<file path="config.mk">
export PLATFORM = sky130hd
export DESIGN_NAME = uart16550_host
export DESIGN_NICKNAME = d
export VERILOG_FILES = /design/src/rtl/uart16550_host.sv
export SDC_FILE = /design/constraint.sdc
export NUM_CORES = 1
export LEC_CHECK = 0
export BUFFER_PORTS_ARGS = -buffer_cell sky130_fd_sc_hd__buf_2
export CAP_MARGIN = 20
export CORE_UTILIZATION = 47
export CTS_CLUSTER_DIAMETER = 40
export DETAILED_ROUTE_END_ITERATION = 12
export PLACE_DENSITY = 0.74
export SETUP_SLACK_MARGIN = 0.2
export SYNTH_ARGS = -nofsm -noshare
export SYNTH_HDL_FRONTEND = slang
export SYNTH_SLANG_ARGS = --single-unit
</file>
<file path="constraint.sdc">
create_clock -name wb_clk_i -period 1.5 [get_ports wb_clk_i]
set_clock_uncertainty 0.15 [all_clocks]
set_input_delay 0.075 -clock wb_clk_i [delete_from_list [all_inputs] [get_ports wb_clk_i]]
set_output_delay 0.075 -clock wb_clk_i [all_outputs]
set_load 0.01 [all_outputs]
</file>
<file path="src/rtl/uart16550_host.sv">
`default_nettype none
// ============================================================================
// uart16550_host: Wishbone master that initialises a uart16550 and moves bytes
// between valid/ready streams and the THR/RBR registers.   Rev 1.0
// ============================================================================
module uart16550_host #(
   parameter logic [15:0] DIVISOR = 16'd27,
   parameter logic [7:0]  LCR_VAL = 8'h03,
   parameter logic [7:0]  FCR_VAL = 8'hC7
) (
   input  logic       wb_clk_i,
   input  logic       wb_rst_i,
   output logic [2:0] wbm_adr_o,
   output logic [7:0] wbm_dat_o,
   input  logic [7:0] wbm_dat_i,
   output logic       wbm_we_o,
   output logic       wbm_stb_o,
   output logic       wbm_cyc_o,
   output logic [3:0] wbm_sel_o,
   input  logic       wbm_ack_i,
   input  logic [7:0] tx_data_i,
   input  logic       tx_valid_i,
   output logic       tx_ready_o,
   output logic [7:0] rx_data_o,
   output logic       rx_valid_o,
   input  logic       rx_ready_i,
   output logic       init_done_o,
   output logic       rx_overrun_o
);

   typedef enum logic [2:0] {
      S_INIT      = 3'd0,
      S_POLL      = 3'd1,
      S_DECIDE    = 3'd2,
      S_RD_RBR    = 3'd3,
      S_TX_ACCEPT = 3'd4,
      S_WR_THR    = 3'd5
   } state_t;

   state_t     r_state;
   logic [2:0] r_step;
   logic [2:0] r_lsr;       // {THRE, OE, DR}
   logic [7:0] r_tx_byte;
   logic [2:0] w_init_adr;
   logic [7:0] w_init_dat;
   logic       w_done;

   assign wbm_sel_o = 4'hF;
   assign w_done    = wbm_cyc_o & wbm_ack_i;

   always_comb begin
      w_init_adr = 3'd1;
      w_init_dat = 8'h00;
      case (r_step)
         3'd0: begin w_init_adr = 3'd3; w_init_dat = LCR_VAL | 8'h80; end
         3'd1: begin w_init_adr = 3'd0; w_init_dat = DIVISOR[7:0];    end
         3'd2: begin w_init_adr = 3'd1; w_init_dat = DIVISOR[15:8];   end
         3'd3: begin w_init_adr = 3'd3; w_init_dat = LCR_VAL & 8'h7F; end
         3'd4: begin w_init_adr = 3'd2; w_init_dat = FCR_VAL;         end
         default: ;
      endcase
   end

   always_ff @(posedge wb_clk_i) begin
      if (!wb_rst_i) begin
         r_state      <= S_INIT;
         r_step       <= 3'd0;
         r_lsr        <= 3'd0;
         r_tx_byte    <= 8'h00;
         wbm_adr_o    <= 3'd0;
         wbm_dat_o    <= 8'h00;
         wbm_we_o     <= 1'b0;
         wbm_stb_o    <= 1'b0;
         wbm_cyc_o    <= 1'b0;
         tx_ready_o   <= 1'b0;
         rx_data_o    <= 8'h00;
         rx_valid_o   <= 1'b0;
         init_done_o  <= 1'b0;
         rx_overrun_o <= 1'b0;
      end else begin
         tx_ready_o <= 1'b0;
         if (rx_valid_o && rx_ready_i)
            rx_valid_o <= 1'b0;
         // The edge after the ack always ends the cycle, guaranteeing an idle gap.
         if (w_done) begin
            wbm_cyc_o <= 1'b0;
            wbm_stb_o <= 1'b0;
            wbm_we_o  <= 1'b0;
         end

         case (r_state)
            S_INIT: begin
               if (!wbm_cyc_o) begin
                  wbm_cyc_o <= 1'b1;
                  wbm_stb_o <= 1'b1;
                  wbm_we_o  <= 1'b1;
                  wbm_adr_o <= w_init_adr;
                  wbm_dat_o <= w_init_dat;
               end else if (w_done) begin
                  if (r_step == 3'd5) begin
                     init_done_o <= 1'b1;
                     r_state     <= S_POLL;
                  end else begin
                     r_step <= r_step + 3'd1;
                  end
               end
            end
            S_POLL: begin
               if (!wbm_cyc_o) begin
                  wbm_cyc_o <= 1'b1;
                  wbm_stb_o <= 1'b1;
                  wbm_we_o  <= 1'b0;
                  wbm_adr_o <= 3'd5;
               end else if (w_done) begin
                  r_lsr   <= {wbm_dat_i[5], wbm_dat_i[1], wbm_dat_i[0]};
                  r_state <= S_DECIDE;
               end
            end
            S_DECIDE: begin
               if (r_lsr[1])
                  rx_overrun_o <= 1'b1;
               if (r_lsr[0] && !rx_valid_o) begin
                  r_state <= S_RD_RBR;
               end else if (r_lsr[2] && tx_valid_i) begin
                  tx_ready_o <= 1'b1;
                  r_state    <= S_TX_ACCEPT;
               end else begin
                  r_state <= S_POLL;
               end
            end
            S_RD_RBR: begin
               if (!wbm_cyc_o) begin
                  wbm_cyc_o <= 1'b1;
                  wbm_stb_o <= 1'b1;
                  wbm_we_o  <= 1'b0;
                  wbm_adr_o <= 3'd0;
               end else if (w_done) begin
                  rx_data_o  <= wbm_dat_i;
                  rx_valid_o <= 1'b1;
                  r_state    <= S_POLL;
               end
            end
            S_TX_ACCEPT: begin
               r_tx_byte <= tx_data_i;
               r_state   <= S_WR_THR;
            end
            S_WR_THR: begin
               if (!wbm_cyc_o) begin
                  wbm_cyc_o <= 1'b1;
                  wbm_stb_o <= 1'b1;
                  wbm_we_o  <= 1'b1;
                  wbm_adr_o <= 3'd0;
                  wbm_dat_o <= r_tx_byte;
               end else if (w_done) begin
                  r_state <= S_POLL;
               end
            end
            default: r_state <= S_INIT;
         endcase
      end
   end

endmodule
`default_nettype wire

</file>
==> metrics <==
RSZ-0062 raised after global routing yes; Setup WS post-layout -0.115 ns; Max H-tree Level 2; failing checks negative setup slack; critical path endpoint category flop; CTS tree yes; share of layout cells above drive strength 1 52.5%; Tot GR Track Use a little over a quarter; routed len/inst 18.5 um; share of the synthesized area in the top cell type 42.5%; NetSw about 590 uW; routed via count between 2000 and 2500; CP required about 1.5 ns; Max VDD drop about 0.00069 V; register area slightly below 900 um2; Pwr Total around 2600 uW; Synth async-reset ratio 0%; dpl cells ~340; Nets 350; Area Overhead vs Synth 64.8%; Seq/Total Area, Yosys 42.5%; antenna cells 0; placed cell area ~2500 um2; Rows 23; TritonCTS buffer count 5; Setup TNS -0.195 ns; Sequential Power Share approximately 47%; clk root buf clkbuf_8; outcome complete, but fails checks; Final Hold Viols 0; CP arrival between 1.5 and 2 ns; clock power share 41.5%; clk slew on worst S/H paths 0.09 ns; DRT iter0 DRCs ~110; DIE AREA 4580 um2; placed wire-length estimate ~3.6 mm; switch share 23.1%; vias in the first global route a little under 2000; Commonest cells post-synth 43 x dfxtp_1, 18 x a21oi_1, 18 x nand2_1; chip height just under 70 um; Final Max Tran Viols 0; Worst Reg-to-Reg Cells 5; FF-to-FF setup slack -0.12 ns; Syn Inst Count between 200 and 250; crit path time final between 1.5 and 2 ns; Finished Cell Area 3340 um2; number of synthesized register bits 43; Crit Reg-Reg Endpoint r_state[0]$_SDFFE_PN0P_; YS warnings 0; DRT Pass-1 Iters 4; Fillers between 200 and 300; hold crit path type primary input to flop; Core ar. approximately 4100 um2; vias per inst about 5.7; Cell Area, Synth 2030 um2; CTS sink cnt 43; Power per Cell Area 772 nW/um2; input/output buffers 46; Area contributors post-synth dfxtp_1 42%, mux2i_1 5.9%, a21oi_1 4.4%, nand3_1 3.5%, o21ai_0 3.5%; cell with the most instances after synthesis dfxtp_1; leakage 0.00132 uW; Max Fclk between 600 and 700 MHz; final worst-path cycle share 108%; prevailing post-synth register cell dfxtp_1; GR Overflow Total 0; initial antenna violation count 0; Routed Antenna Nets 0; first-pass GRT wire length approximately 9.0 mm; Netlist cell types 51; die extent in x 67.7 um; drt total wl ~7.0 mm; Setup crit start r_state[1]$_SDFFE_PN0P_; largest net degree at the start of global routing 19; Post-synth EDFFs 0; Finished Layout Cells 376; Synth area leader dfxtp_1; starting density of the core roughly half; Setup CP Type flop to flop; RD Place Congestion just under 0.9; Setup-failing EPs final 5; DRC Markers 0; Cell Int Power 1980 uW; Logic pwr share 12.0%; Worst Setup EP r_state[0]$_SDFFE_PN0P_; Critical Path Source Type flop; num ports slightly above 50; CTS Buffer Depth 2; worst skew pair latency 0.29 ns; area of the multi-input gates approximately 1400 um2; CP max FO 7; # Max-Cap Violations 0; r2r startpoint r_state[1]$_SDFFE_PN0P_; average size of a mapped cell roughly 8.9 um2
[worst max-delay path, cell delays in order, from the launching register on]
cell and delay [ns]:
dfxtp_4 0.40, buf_6 0.14, buf_6 0.13, nand2b_4 0.13, o211ai_1 0.10, o32ai_1 0.43
[through the flow]
step                      utilization [%]  hold WS, ns  worst slack [ns]
after floorplan                         -       0.0718           0.00389
after global placement               61.6        0.160           -0.0896
after detailed placement             61.6        0.168            -0.150
after CTS                            74.1       0.0158            0.0265
after global routing                 82.3       0.0457            -0.137
final                                82.3       0.0262            -0.115
[cell type report]
class	count	share of cell area, %
sequential	43	26.5
timing repair buffer	107	25.3
clock inverter	2	1.80
timing repair inverter	1	0.225
clock buffer	6	2.17
tap	50	1.87
inverter	8	1.01
multi-input combinational	159	41.1
[placed cells by master, fill, tap and decap left out, types with 3 or more instances in the layout]
cell type / netlist / layout
nand3_1: 14 / 7
nand2_2: 1 / 3
o211ai_1: 4 / 4
buf_2: 10 / 46
inv_1: 8 / 5
o21ai_2: 0 / 7
o221a_2: 3 / 3
o21ai_1: 0 / 6
nand2_1: 18 / 15
dlygate4sd3_1: 0 / 17
nand3_2: 0 / 6
and2_1: 4 / 3
mux2i_1: 12 / 11
clkbuf_8: 0 / 5
a21oi_2: 1 / 6
nor2_1: 14 / 11
buf_4: 5 / 19
a21oi_1: 18 / 11
dfxtp_4: 0 / 6
dfxtp_1: 43 / 36
conb_1: 1 / 4
a311oi_2: 0 / 3
ha_2: 0 / 3
buf_6: 2 / 22
[power by group through the flow]
stage | Sequential [uW] | Clock, uW | Combinational, uW
after global routing | 1200 | 1120 | 328
after global placement | 1230 | 0 | 215
final | 1200 | 1070 | 310
after CTS | 1200 | 1070 | 274
after detailed placement | 1230 | 0 | 218
after floorplan | 1230 | 0 | 124
[per-layer routing]
layer / up-vias / GRT usage (%) / share of wire (%)
met3: 16 / 5.74 / 4.5
met1: 1029 / 31.6 / 40
li1: 1008 / - / -
met5: - / 0 / 0
met2: 84 / 46.5 / 53
met4: 0 / 6.91 / 2.6
[cells by family (layout without fill, tap and decap cells)]
logic type,Yosys count,after routing,synth area share (%)
xor+xnor,2,2,1.24
fa+ha+maj,4,4,2.47
mux,12,12,5.93
simple gates,72,72,18.4
flops,43,43,42.5
compound gates,65,65,21.6
buf+inv,29,124,7.66
other cells,1,4,0.185
[state kept, by name (all words and copies together) (netlist names), 3 cells and up]
| signal | count |
|---|---|
| rx_data_o | 8 |
| r_step | 3 |
| r_lsr | 3 |
| r_tx_byte | 8 |
| r_state | 3 |
| wbm_adr_o | 3 |
| wbm_dat_o | 8 |
[repair_timing]
action | 4_1_cts | 5_1_grt
buffers inserted | 6 | 5
endpoints found under the setup margin | 43 | 43
pin swaps | 9 | 20
hold buffers | 17 | 0
endpoints found under the hold margin | 20 | 0
resized for setup | 40 | 67
cloned | 2 | 1
[worst min-delay path by stage]
stage | slack [ns] | cells after the start | start | to
4_1_cts | 0.02 | 2 | wb_rst_i | r_state[2]$_SDFFE_PN0P_
3_3_place_gp | 0.16 | 3 | tx_data_i[4] | r_tx_byte[4]$_SDFFE_PN0N_
3_5_place_dp | 0.17 | 3 | tx_data_i[6] | r_tx_byte[6]$_SDFFE_PN0N_
2_1_floorplan | 0.07 | 2 | tx_data_i[2] | r_tx_byte[2]$_SDFFE_PN0N_
5_1_grt | 0.05 | 2 | wb_rst_i | r_state[2]$_SDFFE_PN0P_
6_report | 0.03 | 2 | wb_rst_i | r_state[2]$_SDFFE_PN0P_
Power figures use the tool's default switching activity.
